===== config.mk =====
export PLATFORM = sky130hd
export DESIGN_NAME = mem_bus_ctrl
export DESIGN_NICKNAME = d
export VERILOG_FILES = /design/src/rtl/mem_map_pkg.sv /design/src/rtl/mem_addr_decode.sv /design/src/rtl/mem_bus_ctrl.sv
export SDC_FILE = /design/constraint.sdc
export NUM_CORES = 1
export LEC_CHECK = 0
export ABC_AREA = 1
export BUFFER_PORTS_ARGS = -buffer_cell sky130_fd_sc_hd__buf_4
export CAP_MARGIN = 20
export CORE_MARGIN = 3
export CORE_UTILIZATION = 44
export CTS_CLUSTER_DIAMETER = 50
export DETAILED_ROUTE_END_ITERATION = 16
export GPL_TIMING_DRIVEN = 1
export PLACE_DENSITY = 0.79
export SLEW_MARGIN = 5
export SYNTH_ARGS = -nofsm -noshare
export SYNTH_HDL_FRONTEND = slang
export SYNTH_SLANG_ARGS = --single-unit

===== constraint.sdc =====
create_clock -name clk -period 3 [get_ports clk]
set_input_delay 0.6 -clock clk [delete_from_list [all_inputs] [get_ports clk]]
set_output_delay 0.6 -clock clk [all_outputs]
set_load 0.02 [all_outputs]

===== src/rtl/mem_map_pkg.sv =====
// Memory map shared by the bus controller and its address decoder:
// region and FSM state encodings, region bounds and the open-bus value.
package mem_map_pkg;

    typedef enum logic [2:0] {
        NONE  = 3'd0,
        RAM   = 3'd1,
        PIA   = 3'd2,
        BASIC = 3'd3,
        WOZ   = 3'd4
    } region_t;

    typedef enum logic [1:0] {
        IDLE = 2'd0,
        WAIT = 2'd1,
        RESP = 2'd2
    } state_t;

    localparam logic [15:0] RAM_BASE    = 16'h0000;
    localparam logic [15:0] RAM_LIMIT   = 16'h1FFF;
    localparam logic [15:0] PIA_BASE    = 16'hD010;
    localparam logic [15:0] PIA_LIMIT   = 16'hD013;
    localparam logic [15:0] BASIC_BASE  = 16'hE000;
    localparam logic [15:0] BASIC_LIMIT = 16'hEFFF;
    localparam logic [15:0] WOZ_BASE    = 16'hFF00;
    localparam logic [15:0] WOZ_LIMIT   = 16'hFFFF;

    // Value returned for reads that hit no target
    localparam logic [7:0] OPEN_BUS_DATA = 8'hFF;

    // Largest wait-state count that fits the 4-bit counter
    localparam int unsigned WAIT_MAX = 15;

    // Inclusive address range test
    function automatic logic in_range(input logic [15:0] addr,
                                      input logic [15:0] base,
                                      input logic [15:0] limit);
        return (addr >= base) && (addr <= limit);
    endfunction

endpackage


===== src/rtl/mem_addr_decode.sv =====
// Combinational CPU address decoder: maps a 16-bit address to a region.
module mem_addr_decode
    import mem_map_pkg::*;
#(
    parameter logic BASIC_EN = 1'b1
) (
    input  logic [15:0] cpu_addr,
    output region_t     region
);

    // Priority-free decode; the ranges do not overlap
    always_comb begin
        region = NONE;
        if (in_range(cpu_addr, RAM_BASE, RAM_LIMIT)) begin
            region = RAM;
        end else if (in_range(cpu_addr, PIA_BASE, PIA_LIMIT)) begin
            region = PIA;
        end else if (BASIC_EN && in_range(cpu_addr, BASIC_BASE, BASIC_LIMIT)) begin
            region = BASIC;
        end else if (in_range(cpu_addr, WOZ_BASE, WOZ_LIMIT)) begin
            region = WOZ;
        end
    end

endmodule


===== src/rtl/mem_bus_ctrl.sv =====
// CPU-side memory bus controller: decodes chip selects, holds the target
// address through the access, inserts per-region wait states and returns
// the selected read data with a one-cycle cpu_rdy pulse.
module mem_bus_ctrl
    import mem_map_pkg::*;
#(
    parameter int unsigned RAM_WAIT = 0,
    parameter int unsigned ROM_WAIT = 0,
    parameter int unsigned PIA_WAIT = 0,
    parameter int unsigned BASIC_EN = 1
) (
    input  logic        clk,
    input  logic        rst,
    input  logic [15:0] cpu_addr,
    input  logic        cpu_valid,
    input  logic        cpu_we,
    input  logic [7:0]  cpu_wdata,
    output logic        cpu_rdy,
    output logic [7:0]  cpu_din,
    output logic [15:0] mem_addr,
    output logic [7:0]  mem_wdata,
    output logic        ram_cs,
    output logic        woz_cs,
    output logic        basic_cs,
    output logic        pia_cs,
    output logic        ram_we,
    output logic        pia_we,
    input  logic [7:0]  ram_dout,
    input  logic [7:0]  woz_dout,
    input  logic [7:0]  basic_dout,
    input  logic [7:0]  pia_dout
);

    if (RAM_WAIT > WAIT_MAX || ROM_WAIT > WAIT_MAX || PIA_WAIT > WAIT_MAX) begin : g_bad_wait
        $error("mem_bus_ctrl: RAM_WAIT/ROM_WAIT/PIA_WAIT must be in 0..15");
    end

    localparam logic [3:0] RAM_WAIT_C = 4'(RAM_WAIT);
    localparam logic [3:0] ROM_WAIT_C = 4'(ROM_WAIT);
    localparam logic [3:0] PIA_WAIT_C = 4'(PIA_WAIT);

    state_t      state_q;
    logic [3:0]  cnt_q;
    region_t     sel_q;
    logic        we_q;
    logic [15:0] addr_q;
    logic [7:0]  wdata_q;

    region_t     dec_region;
    region_t     act_region;
    logic [3:0]  dec_wait;
    logic        resp;

    function automatic logic [3:0] region_wait(input region_t r);
        case (r)
            RAM:        return RAM_WAIT_C;
            PIA:        return PIA_WAIT_C;
            BASIC, WOZ: return ROM_WAIT_C;
            default:    return 4'd0;
        endcase
    endfunction

    mem_addr_decode #(
        .BASIC_EN (BASIC_EN != 0)
    ) u_decode (
        .cpu_addr (cpu_addr),
        .region   (dec_region)
    );

    assign dec_wait = region_wait(dec_region);

    // Access sequencer: accept in IDLE, count wait states, pulse RESP once
    always_ff @(posedge clk or posedge rst) begin
        if (rst) begin
            state_q <= IDLE;
            cnt_q   <= 4'd0;
            sel_q   <= NONE;
            we_q    <= 1'b0;
            addr_q  <= 16'h0000;
            wdata_q <= 8'h00;
        end else begin
            case (state_q)
                IDLE: begin
                    if (cpu_valid) begin
                        sel_q   <= dec_region;
                        we_q    <= cpu_we;
                        addr_q  <= cpu_addr;
                        wdata_q <= cpu_wdata;
                        cnt_q   <= dec_wait;
                        state_q <= (dec_wait == 4'd0) ? RESP : WAIT;
                    end
                end
                WAIT: begin
                    cnt_q <= cnt_q - 4'd1;
                    if (cnt_q <= 4'd1) begin
                        state_q <= RESP;
                    end
                end
                RESP: begin
                    state_q <= IDLE;
                end
                default: begin
                    state_q <= IDLE;
                end
            endcase
        end
    end

    // Chip selects follow the live decode while idle so the target samples
    // the address on the accept edge; afterwards they come from the latch.
    // The live path is masked by rst so reset clears outputs immediately.
    always_comb begin
        act_region = sel_q;
        if (state_q == IDLE) begin
            act_region = cpu_valid ? dec_region : NONE;
        end
    end

    assign ram_cs   = !rst && (act_region == RAM);
    assign woz_cs   = !rst && (act_region == WOZ);
    assign basic_cs = !rst && (act_region == BASIC);
    assign pia_cs   = !rst && (act_region == PIA);
    assign mem_addr = rst ? 16'h0000 : ((state_q == IDLE) ? cpu_addr : addr_q);

    assign resp      = (state_q == RESP);
    assign cpu_rdy   = resp;
    assign mem_wdata = wdata_q;
    assign ram_we    = resp && we_q && (sel_q == RAM);
    assign pia_we    = resp && we_q && (sel_q == PIA);

    // Read-data return: only meaningful during the RESP pulse of a read
    always_comb begin
        cpu_din = 8'h00;
        if (resp && !we_q) begin
            case (sel_q)
                RAM:     cpu_din = ram_dout;
                PIA:     cpu_din = pia_dout;
                BASIC:   cpu_din = basic_dout;
                WOZ:     cpu_din = woz_dout;
                default: cpu_din = OPEN_BUS_DATA;
            endcase
        end
    end

endmodule


# Yosys cells after proc, flatten, opt, wreduce, memory -nomap -nowiden
# Cells that the tools add are included.
[op_classes] n_reduce_logical=19 n_eq_ne=12 n_lt_le_gt_ge=9 n_mux=15 add_sub_neg=1
[op_table] cell="greater-or-equal comparator 16 bit (second input constant)" n=3
[op_table] cell="<= comparator 16 bit (second input constant)" n=3
[op_table] cell="2-to-1 mux 16 bit" n=2
[op_table] cell="case mux 8 bit (4 select lines)" n=1
[op_table] cell="2-to-1 mux 3 bit" n=6
[op_table] cell="greater-or-equal comparator 16 x 1 -> 1 bit (second input constant)" n=1
[op_table] cell="<= comparator 16 x 13 -> 1 bit (second input constant)" n=1
[op_table] cell="== test 3 x 2 -> 1 bit (second input constant)" n=4
[op_table] cell="logical AND 1 bit" n=12
[op_table] cell="2-to-1 mux 8 bit" n=1
[op_table] cell="case mux 4 bit (2 select lines)" n=1
[op_table] cell="== test 3 x 1 -> 1 bit (second input constant)" n=2
[op_table] cell="== test 3 bit (second input constant)" n=2
[op_table] cell="AND reduction 2 bit" n=3
[op_table] cell="<= comparator 4 x 1 -> 1 bit (second input constant)" n=1
[op_table] cell="2-to-1 mux 2 bit" n=2
[op_table] cell="2-to-1 mux 4 bit" n=1
[op_table] cell="inequality test 2 bit (second input constant)" n=2
[op_table] cell="case mux 2 bit (2 select lines)" n=1
[op_table] cell="subtractor 4 x 1 -> 4 bit (second input constant)" n=1
[op_table] cell="== test 2 x 1 -> 1 bit (second input constant)" n=1
[op_table] cell="== test 2 bit (second input constant)" n=1
[op_table] cell="logical NOT 1 bit" n=2
[op_table] cell="logical NOT 2 bit" n=1
[op_table] cell="nonzero test 2 bit" n=1
[word_totals] input_bits=60 reg_bits=34

# Longest topological paths before layout
# Gate-level depths: netlist (run 1).
[depth] ltp_word=10 depth_mapped=10 depth_no_buf=10

# Modules after synthesis
# Synthesis (run 1) repeated with hierarchy kept, for this count alone.
[hier_totals] cells_unflattened=288 hier_area_um2=1880.6
[modules_own_cells] module="mem_bus_ctrl" area_per_inst_um2=1775.5 n_inst=1 cells_per_inst=265
[modules_own_cells] module="mem_addr_decode" area_per_inst_um2=105.1 n_inst=1 cells_per_inst=23

# Worst setup path before layout (run 1)
# Ideal clock, no wire load.
[synth_timing] path_kind="input -> output" from="in rst" to="out mem_addr[10]" setup_slack_ns=0.103 stages=4 arrival_time_ns=2.297 t_required_ns=2.400 cell_sequence="inv_1 -> clkbuf_1 -> o21ai_0 -> nor2_1"
[synth_between] elab_chain_cells=1
[synth_rtl] item="start, declared" line_no="mem_bus_ctrl.sv:13" source="input logic rst,"
[synth_rtl] item="2-to-1 mux 16 bit" line_no="mem_bus_ctrl.sv:123" source="assign mem_addr = rst ? 16'h0000 : ((state_q == IDLE) ? cpu_addr : addr_q);"
[synth_rtl] item="end, declared" line_no="mem_bus_ctrl.sv:20" source="output logic [15:0] mem_addr,"
# Every way passes these cells.

# Final worst setup path (run 1)
[layout_timing] from="reg state_q[1]" to="out ram_cs"
[layout_between] elab_chain_cells=4
[layout_rtl] item="start, declared" line_no="mem_bus_ctrl.sv:42" source="state_t state_q;"
[layout_rtl] item="start signal, assigned" line_no="mem_bus_ctrl.sv:90" source="state_q <= (dec_wait == 4'd0) ? RESP : WAIT;"
[layout_rtl] item="logical NOT 2 bit" line_no="mem_bus_ctrl.sv:114" source="if (state_q == IDLE) begin"
[layout_rtl] item="2-to-1 mux 3 bit" line_no="mem_bus_ctrl.sv:114"
[layout_rtl] item="== test 3 x 1 -> 1 bit" line_no="mem_bus_ctrl.sv:119" source="assign ram_cs = !rst && (act_region == RAM);"
[layout_rtl] item="logical AND 1 bit" line_no="mem_bus_ctrl.sv:119"
[layout_rtl] item="end, declared" line_no="mem_bus_ctrl.sv:22" source="output logic ram_cs,"
# Every way passes these cells.

==> metrics.md, run 1 <==
| Metric | Value |
|---|---|
| Pwr per Cell Area | 422.9 nW/um^2 |
| Max VDD drop | 311.0 uV |
| Max Cap Violations | 0 |
| Status | complete, no violations |
| CP endpoint kind | output pin |
| Core area | 3799 um^2 |
| Max-Slew Margin vs Limit | 48.06% |
| Final Max Slew Viols | 0 |
| RR Endpoint | addr_q[4] |
| CTS buffer count | 5 |
| Number of synthesized register bits | 29 |
| Critical-path top delay cell | dfrtp_1 |
| CP arrival | 1.93 ns |
| Finished Layout Cells | 426 |
| Most common cell after layout, fill and taps aside | buf_4 |
| Antenna Nets Post-Route | 0 |
| GP Congestion | 0.8260 |
| Synth unique cells | 19 |
| Delay-heaviest family, CP | buffers and inverters |
| Pin count of the biggest net entering global routing | 46 |
| Clock buffer depth | 2 |
| Final wirelength | 5127 um |
| Vias in the first global route | 1,832 |
| Worst path required time | 2.40 ns |
| Setup violators final | 0 |
| Global-route wire length before repair | 8583 um |
| Area fraction in and, or, nand and nor cells after synthesis | 33.78% |
| Total track usage | 21.15% |
| XOR/XNOR share of the synthesized area | 0% |
| Synth area leaders | dfrtp_1 (41%), nand2_1 (20%), o21ai_0 (10%), nor2_1 (8.6%), inv_1 (6.5%) |
| Num rows | 22 |
| CP peak stage delay | 0.51 ns |
| Part of the cycle the worst path needs | 84.31% |
| Cells along the critical path | inv_1 > o21ai_1 > inv_1 > nor2_1 > buf_4 |
| Mapped Nets | 337 |
| Antenna violations before repair | 0 |
| Layout Area Growth over Synthesis | 49.30% |
| Post-layout nets | 437 |
| Post-synthesis mux area share | 0% |
| Post-synthesis cell area | 1789 um^2 |
| Placed wire-length estimate | 3853 um |
| Clk pin slew, worst setup/hold paths | 0.07 ns |
| Overflow after GRT | 0 |
| Largest family of logic cells by synthesized area | simple AND/OR/NAND/NOR gates |
| RSZ-0062 raised after global routing | false |
| Antenna cells | 0 |
| Post-synth top area share | 40.56% |
| Register area share after synthesis | 40.56% |
| Setup tns final | 0 ns |
| Io pins | 99 |
| Flop2flop setup slack | 1.23 ns |
| HP Class | in -> async |
| Final setup skew | 0.006610 ns |
| CP Buf/Inv Count | 3 |
| TritonCTS clock tree | built |
| Worst-margin pin slew | 0.7783 ns |
| Starting Density | 47.10% |
| P_leak | 0.001492 uW |
| Levels on crit path | 5 |
| Final Hold Violating Endpoints | 0 |
| Worst-path fanout max | 26 |
| Max Clock Freq | 395.4 MHz |
| Die height | 69.77 um |
| Mapped Avg Cell Area | 6.459 um^2 |
| Most frequent CP cell | inv_1 |
| Clk_lat worst skew | 0.28 ns |
| WS Path Type | reg -> out |
| # DRC | 0 |
| DIE AREA | 4868 um^2 |
| CP Launch Type | flop |
| Layout cells sized above 1 | 30.69% |
| Adder-cell share of the synthesized area | 0% |
| CTS root buf | clkbuf_8 |
| Worst r2r path cells | 6 |
| Synth Instances | 277 |
| Synthesis Warnings | 0 |
| CTS Sinks | 29 |
| Post-CTS Setup Bufs | 0 |
| Die width | 69.77 um |
| # hold bufs at CTS | 0 |
| Most frequent cells in the layout | buf_4 (101), nand2_1 (96), nor2_1 (41) |
| Initial DRT Pass Iterations | 4 |
| Input/output buffers | 98 |
| CTS-repair resized insts | 0 |
| DR vias/cell | 4.852 |
| Avg WL per Cell | 12.04 um |
| Synth Area in Compound Gates | 16.57% |
| Initial DRC count | 133 |
| Via count | 2,067 |
| Synth area leader | dfrtp_1 |
| Reg-to-Reg Start | state_q[1] |
| Final Critical Period | 2.529 ns |
| Htree depth | 2 |
| Placed insts | 418 |
[power breakdown]
group / internal, uW / switching, uW / leakage, uW
clock: 160 / 148 / 0.0000439
combinational: 157 / 199 / 0.00109
sequential: 438 / 28.5 / 0.000361
total: 754 / 375 / 0.00149
[cell usage after synthesis, drive strengths merged]
cell type / n
a21oi: 16
buf: 7
clkbuf: 2
dfrtp: 29
inv: 32
nand2: 96
nand3: 5
nand3b: 1
nand4: 1
nor2: 43
nor3: 3
o21ai: 38
o22ai: 3
o31ai: 1
[tightest hold or removal path, delay by kind of cell]
kind / cells / cell delay, ns
buffers and inverters: 3 / 0.43
[state kept, by name, summed over array words and instances, names as in the netlist]
register   count
addr_q        16
mem_wdata      8
sel_q          3
state_q        1
we_q           1
[worst max-delay path by stage]
stage	start	endpoint	slack (ns)
detailed placement	state_q[1]	ram_cs	0.78
floorplan	rst	mem_addr[10]	0.10
CTS	state_q[1]	ram_cs	0.48
finish	state_q[1]	ram_cs	0.47
global route	state_q[1]	ram_cs	0.25
global placement	state_q[1]	basic_cs	0.81
[stage by stage]
step           setup slack, ns  hold slack, ns  power [uW]  utilization (%)  instance area (um^2)
2_1_floorplan           0.1026          0.4426       655.7                -                  1789
3_3_place_gp            0.8112          0.4554       823.5            68.05                  2585
3_5_place_dp            0.7778          0.4642       829.1            68.05                  2585
4_1_cts                 0.4756          0.3968        1137            70.32                  2671
5_1_grt                 0.2487          0.4081        1204            70.32                  2671
6_report                0.4708          0.3890        1130            70.32                  2671
[routing by layer]
metal | vias up | global-route usage [%] | wire (um) | share of wire [%]
met3 | 5 | 7.101 | 420 | 8.2
met1 | 927 | 30.22 | 2344 | 46
met4 | 0 | 4.468 | 36 | 0.70
met5 | - | 0 | 0 | 0
met2 | 70 | 31.06 | 2326 | 45
li1 | 1065 | - | - | -
[cell type report]
type	instances	area, um^2
fillers	348	1127
multi-input cells	207	900.9
repair buffers	102	778.2
flip-flops and latches	29	725.7
inverters	32	120.1
clock buffers	5	68.82
well taps	48	60.06
clock inverters	3	17.52
[cell families after synthesis]
family | count (synthesis)
AOI/OAI and AO/OA | 58
buffers and inverters | 41
DFF | 29
and+or+nand+nor | 149
No activity file was read; power rests on OpenSTA's default activity.
==> run 2, diff against run 1 <==
- CORE_UTILIZATION: 44 -> 40
- PLACE_DENSITY: 0.79 -> 0.76
- clock period: 3 -> 2.1 ns (I/O delays scaled with it)
==> run 2 against run 1 <==
Sequential cell count stayed put. Sequential power is 44% higher. Die area is 9.1% higher. Clock skew is 0.0038 ns lower. Sequential share of layout area is 1.0 points lower. Clock power is 46% higher. Register-to-register slack worse by 0.68 ns. Worst hold slack worse by 0.17 ns. First-iteration DRC count is 32% lower. Global-route usage is 1.3 points lower. Via count is 2.3% higher. Final area is 4.2% higher.
==> metrics.md, run 2 (synthesis results as in run 1) <==
| Metric | Value |
|---|---|
| Status | complete, no violations |
| Via count | 2,114 |
| Worst-margin pin slew | 0.8678 ns |
| CTS Sinks | 29 |
| WS Path Type | reg -> out |
| # hold bufs at CTS | 0 |
| Critical-path top delay cell | dfrtp_2 |
| Flop2flop setup slack | 0.55 ns |
| P_leak | 0.001526 uW |
| Power, Total | 1649 uW |
| Initial DRC count | 90 |
| Design area | 2783 um^2 |
| Die width | 72.88 um |
| Global-route wire length before repair | 8397 um |
| Final setup skew | 0.002812 ns |
| Placed wire-length estimate | 3911 um |
| Top Metal Used | met4 |
| Final wirelength | 5320 um |
| Worst-path fanout max | 4 |
| Clk_lat worst skew | 0.27 ns |
| Cells along the critical path | nor3_4 > buf_4 > nand2_1 > o21ai_1 > nor2_1 > a21oi_1 > buf_4 |
| GP Congestion | 0.7752 |
| Core area | 4144 um^2 |
| Max VDD drop | 441.9 uV |
| Htree depth | 2 |
| Input/output buffers | 98 |
| RSZ-0062 raised after global routing | true |
| CP peak stage delay | 0.46 ns |
| CTS root buf | clkbuf_8 |
| Area of the multi-input gates | 950.9 um^2 |
| Part of the cycle the worst path needs | 96.17% |
| DIE AREA | 5311 um^2 |
| Avg WL per Cell | 12.29 um |
| Final Max Slew Viols | 0 |
| Post-layout nets | 443 |
| Worst r2r path cells | 4 |
| Pin count of the biggest net entering global routing | 46 |
| Worst path required time | 1.68 ns |
| Clk pin slew, worst setup/hold paths | 0.06 ns |
| Die height | 72.88 um |
| Largest Register | addr_q |
| CP endpoint kind | output pin |
| DR vias/cell | 4.882 |
| Layout Area Growth over Synthesis | 55.52% |
| Clock buffer depth | 2 |
| Setup tns final | 0 ns |
| Post-place instance area | 2603 um^2 |
| TritonCTS clock tree | built |
| Routed wl met2 | 2530 um |
| Final Hold Violating Endpoints | 0 |
| Met1 wire length | 2188 um |
| CTS buffer count | 5 |
| Overflow after GRT | 0 |
| CP Launch Type | flop |
| Io pins | 99 |
| Final Critical Period | 2.019 ns |
| Met3 routed WL | 537 um |
| CP arrival | 1.60 ns |
| Antenna Nets Post-Route | 0 |
| Setup violators final | 0 |
| Worst setup path startpoint | sel_q[1] |
| Max FFs per register | 16 |
| Initial DRT Pass Iterations | 4 |
| RR Endpoint | addr_q[12] |
| Antenna cells | 0 |
| # fillers | 390 |
| # DRC | 0 |
| Max Cap Violations | 0 |
| Max Clock Freq | 495.2 MHz |
| Layout cells sized above 1 | 33.94% |
| Reg-to-Reg Start | state_q[1] |
| Pwr per Cell Area | 592.7 nW/um^2 |
| Num rows | 23 |
| Starting Density | 43.18% |
| Worst Setup EP | cpu_din[2] |
| HP Class | in -> async |
| Antenna violations before repair | 0 |
| Total track usage | 19.82% |
| Most common cell after layout, fill and taps aside | buf_4 |
| Most frequent CP cell | buf_4 |
| Most frequent cells in the layout | buf_4 (103), nand2_1 (95), nor2_1 (41) |
| Vias in the first global route | 1,953 |
| Max-Slew Margin vs Limit | 42.08% |
| Register area | 728.2 um^2 |
-- run 2: changes by cell type in the layout (fill, tap and decap cells not counted), sizes merged --
| cell | change |
|---|---|
| clkinv | -2 |
| clkinvlp | -1 |
| buf | +6 |
| clkbuf | +2 |
-- run 2: what timing repair did --
item,in CTS,in global routing
endpoints found under the hold margin,0,0
pin swaps,0,7
endpoints found under the setup margin,8,19
setup buffers,0,3
gates cloned,0,1
gates resized for setup,2,21
-- run 2: layout make-up --
cell class / instances / share of cell area [%]
Multi-Input combinational cell: 207 / 34.17
Timing Repair Buffer: 108 / 29.90
Sequential cell: 29 / 26.17
Inverter: 32 / 4.406
Clock buffer: 7 / 3.103
Tap cell: 50 / 2.248
-- run 2: critical path: cells and delay by family, from the launching register on --
family	cells	cell delay, ns
buf+inv	2	0.32
compound gates	2	0.20
flops	1	0.46
simple gates	3	0.33
-- run 2: worst min-delay path by stage --
stage | from | endpoint | cells past startpoint
detailed placement | mem_wdata[3] | mem_wdata[3] | 2
global route | rst | state_q[1] | 3
global placement | addr_q[2] | addr_q[2] | 2
CTS | rst | addr_q[8] | 3
floorplan | addr_q[10] | addr_q[10] | 2
finish | rst | state_q[1] | 3
-- run 2: layer usage --
metal  vias up  global-route usage (%)
li1       1081                       -
met1       944                   24.37
met2        81                   32.77
met3         8                   7.300
met4         0                   5.328
met5         -                       0
-- run 2: power by group --
part           leakage [uW]  total, uW  internal (uW)  switching [uW]
sequential         0.000358        671            627            44.1
clock             0.0000443        451            259             192
combinational       0.00112        527            235             292
total               0.00153       1650           1120             528
-- run 2: through the flow --
step	util, %	worst slack, ns	instances	hold slack [ns]
6_report	67.15	0.08052	433	0.2158
5_1_grt	67.15	-0.03287	433	0.2372
4_1_cts	65.16	0.03875	429	0.2176
3_5_place_dp	62.80	0.2537	422	0.4644
3_3_place_gp	62.80	0.2597	422	0.4573
2_1_floorplan	-	0.1123	277	0.4426
==> run 3, diff against run 2 <==
- CORE_UTILIZATION: 40 -> 44
- PLACE_DENSITY: 0.76 -> 0.79
- RECOVER_POWER: default -> 25
- clock period: 2.1 -> 2.05 ns (I/O delays scaled with it)
==> run 3 against run 2 <==
Sequential power rose by 2%. Via count decreased by 1.5%. Non-clock buffer count increased by 3. Final area unchanged. Critical endpoint is now cpu_din[0]. Highest routed layer unchanged.
==> metrics.md, run 3 (synthesis results as in run 1) <==
| Metric | Value |
|---|---|
| Global routing's busiest layer | met2 |
| Via count | 2,083 |
| Final Hold Violating Endpoints | 0 |
| Post-Place Worst Slack | 0.1742 ns |
| Clk_lat worst skew | 0.28 ns |
| Worst setup margin | 0.01188 ns |
| Met3 Use GR | 4.928% |
| Part of the cycle the worst path needs | 99.42% |
| Worst-margin pin slew | 0.5150 ns |
| Max-Slew Margin vs Limit | 65.67% |
| Core area | 3799 um^2 |
| Fin Hold WS | 0.2037 ns |
| CTS root buf | clkbuf_8 |
| Most common cell after layout, fill and taps aside | buf_4 |
| Most frequent cells in the layout | buf_4 (108), nand2_1 (95), nor2_1 (41) |
| Die width | 69.77 um |
| WS Path Type | reg -> out |
| Overflow after GRT | 0 |
| Pin count of the biggest net entering global routing | 34 |
| Layout cells sized above 1 | 33.94% |
| Clock buffer depth | 2 |
| Die height | 69.77 um |
| Design area | 2783 um^2 |
| Global-route wire length before repair | 8500 um |
| Clk pin slew, worst setup/hold paths | 0.06 ns |
| CP Launch Type | flop |
| Placed wire-length estimate | 4046 um |
| P_leak | 0.001532 uW |
| Final setup skew | 0.002663 ns |
| # DRC | 0 |
| Final wirelength | 5269 um |
| HP Class | in -> async |
| Setup violators final | 0 |
| CTS buffer count | 5 |
| Worst-path fanout max | 5 |
| DIE AREA | 4868 um^2 |
| Antenna Nets Post-Route | 0 |
| Layout Area Growth over Synthesis | 55.52% |
| Worst path required time | 1.64 ns |
| Max Cap Violations | 0 |
| Initial DRT Pass Iterations | 4 |
| Antenna cells | 0 |
| Vias in the first global route | 1,867 |
| Post-layout nets | 446 |
| Total track usage | 21.01% |
| CP endpoint kind | output pin |
| Final Critical Period | 2.038 ns |
| Htree depth | 2 |
| Starting Density | 47.10% |
| Avg WL per Cell | 12.14 um |
| CTS Sinks | 29 |
| Max VDD drop | 564.3 uV |
| Input/output buffers | 98 |
| RSZ-0062 raised after global routing | true |
| GRT met2 Usage | 33.79% |
| GP Congestion | 0.8775 |
| Post-place instance area | 2630 um^2 |
| TritonCTS clock tree | built |
| Largest Register | addr_q |
| Core Util, Final | 73.25% |
| Antenna violations before repair | 0 |
| Num rows | 22 |
| Io pins | 99 |
| Max FFs per register | 16 |
| Met1 Resource Use GR | 28.60% |
| Initial DRC count | 132 |
| Max Clock Freq | 490.6 MHz |
| CP arrival | 1.63 ns |
| DR vias/cell | 4.800 |
| Pwr per Cell Area | 609.3 nW/um^2 |
| Final Max Slew Viols | 0 |
| Status | complete, no violations |
==> run 3: where the power goes <==
group	switching [uW]	total (uW)	leakage, uW	internal [uW]
Combinational	296	540	0.00113	245
Sequential	44.6	687	0.000357	642
Clock	202	468	0.0000443	266
==> run 3: worst max-delay path, cell delays in order (launching register included) <==
cell and delay, ns:
dfrtp_1 0.39, inv_4 0.09, nor3_4 0.24, buf_4 0.17, nand2_1 0.04, o21ai_0 0.06, nor2_1 0.06, a21oi_1 0.13
buf_4 0.16
==> run 3: final timing paths <==
kind	from	end	slack [ns]	depth (start not counted)
setup / recovery	sel_q[2]	cpu_din[0]	0.01	8
hold / removal	rst	sel_q[2]	0.20	3
setup reg to reg	state_q[1]	addr_q[4]	0.56	6
hold reg to reg	addr_q[2]	addr_q[2]	0.47	2
max in group asynchronous	rst	addr_q[6]	1.38	3
min in group clk	cpu_wdata[1]	mem_wdata[1]	0.33	3
==> run 3: layout make-up <==
class                           count  area, um^2
Clock buffer                        7       86.33
Fill cell                         355        1016
Inverter                           32       122.6
Multi-Input combinational cell    207       938.4
Sequential cell                    29       729.5
Tap cell                           48       60.06
Timing Repair Buffer              111       845.8
==> run 3: timing repair <==
| action | CTS | global route |
|---|---|---|
| hold buffers | 0 | 0 |
| gates resized for setup | 1 | 17 |
| setup endpoints to repair | 8 | 14 |
| setup buffers | 0 | 3 |
| pin swaps | 0 | 8 |
==> run 3: layer usage <==
layer,up-vias,wire length [um]
met5,-,0
li1,1085,-
met3,4,312
met1,935,2354
met2,59,2574
met4,0,27
==> run 3: metrics by stage <==
stage	std cells	power [uW]	setup TNS [ns]
floorplan	277	959.7	0
global placement	424	1211	0
detailed placement	424	1220	0
CTS	431	1692	0
global route	434	1801	-0.8857
finish	434	1695	0
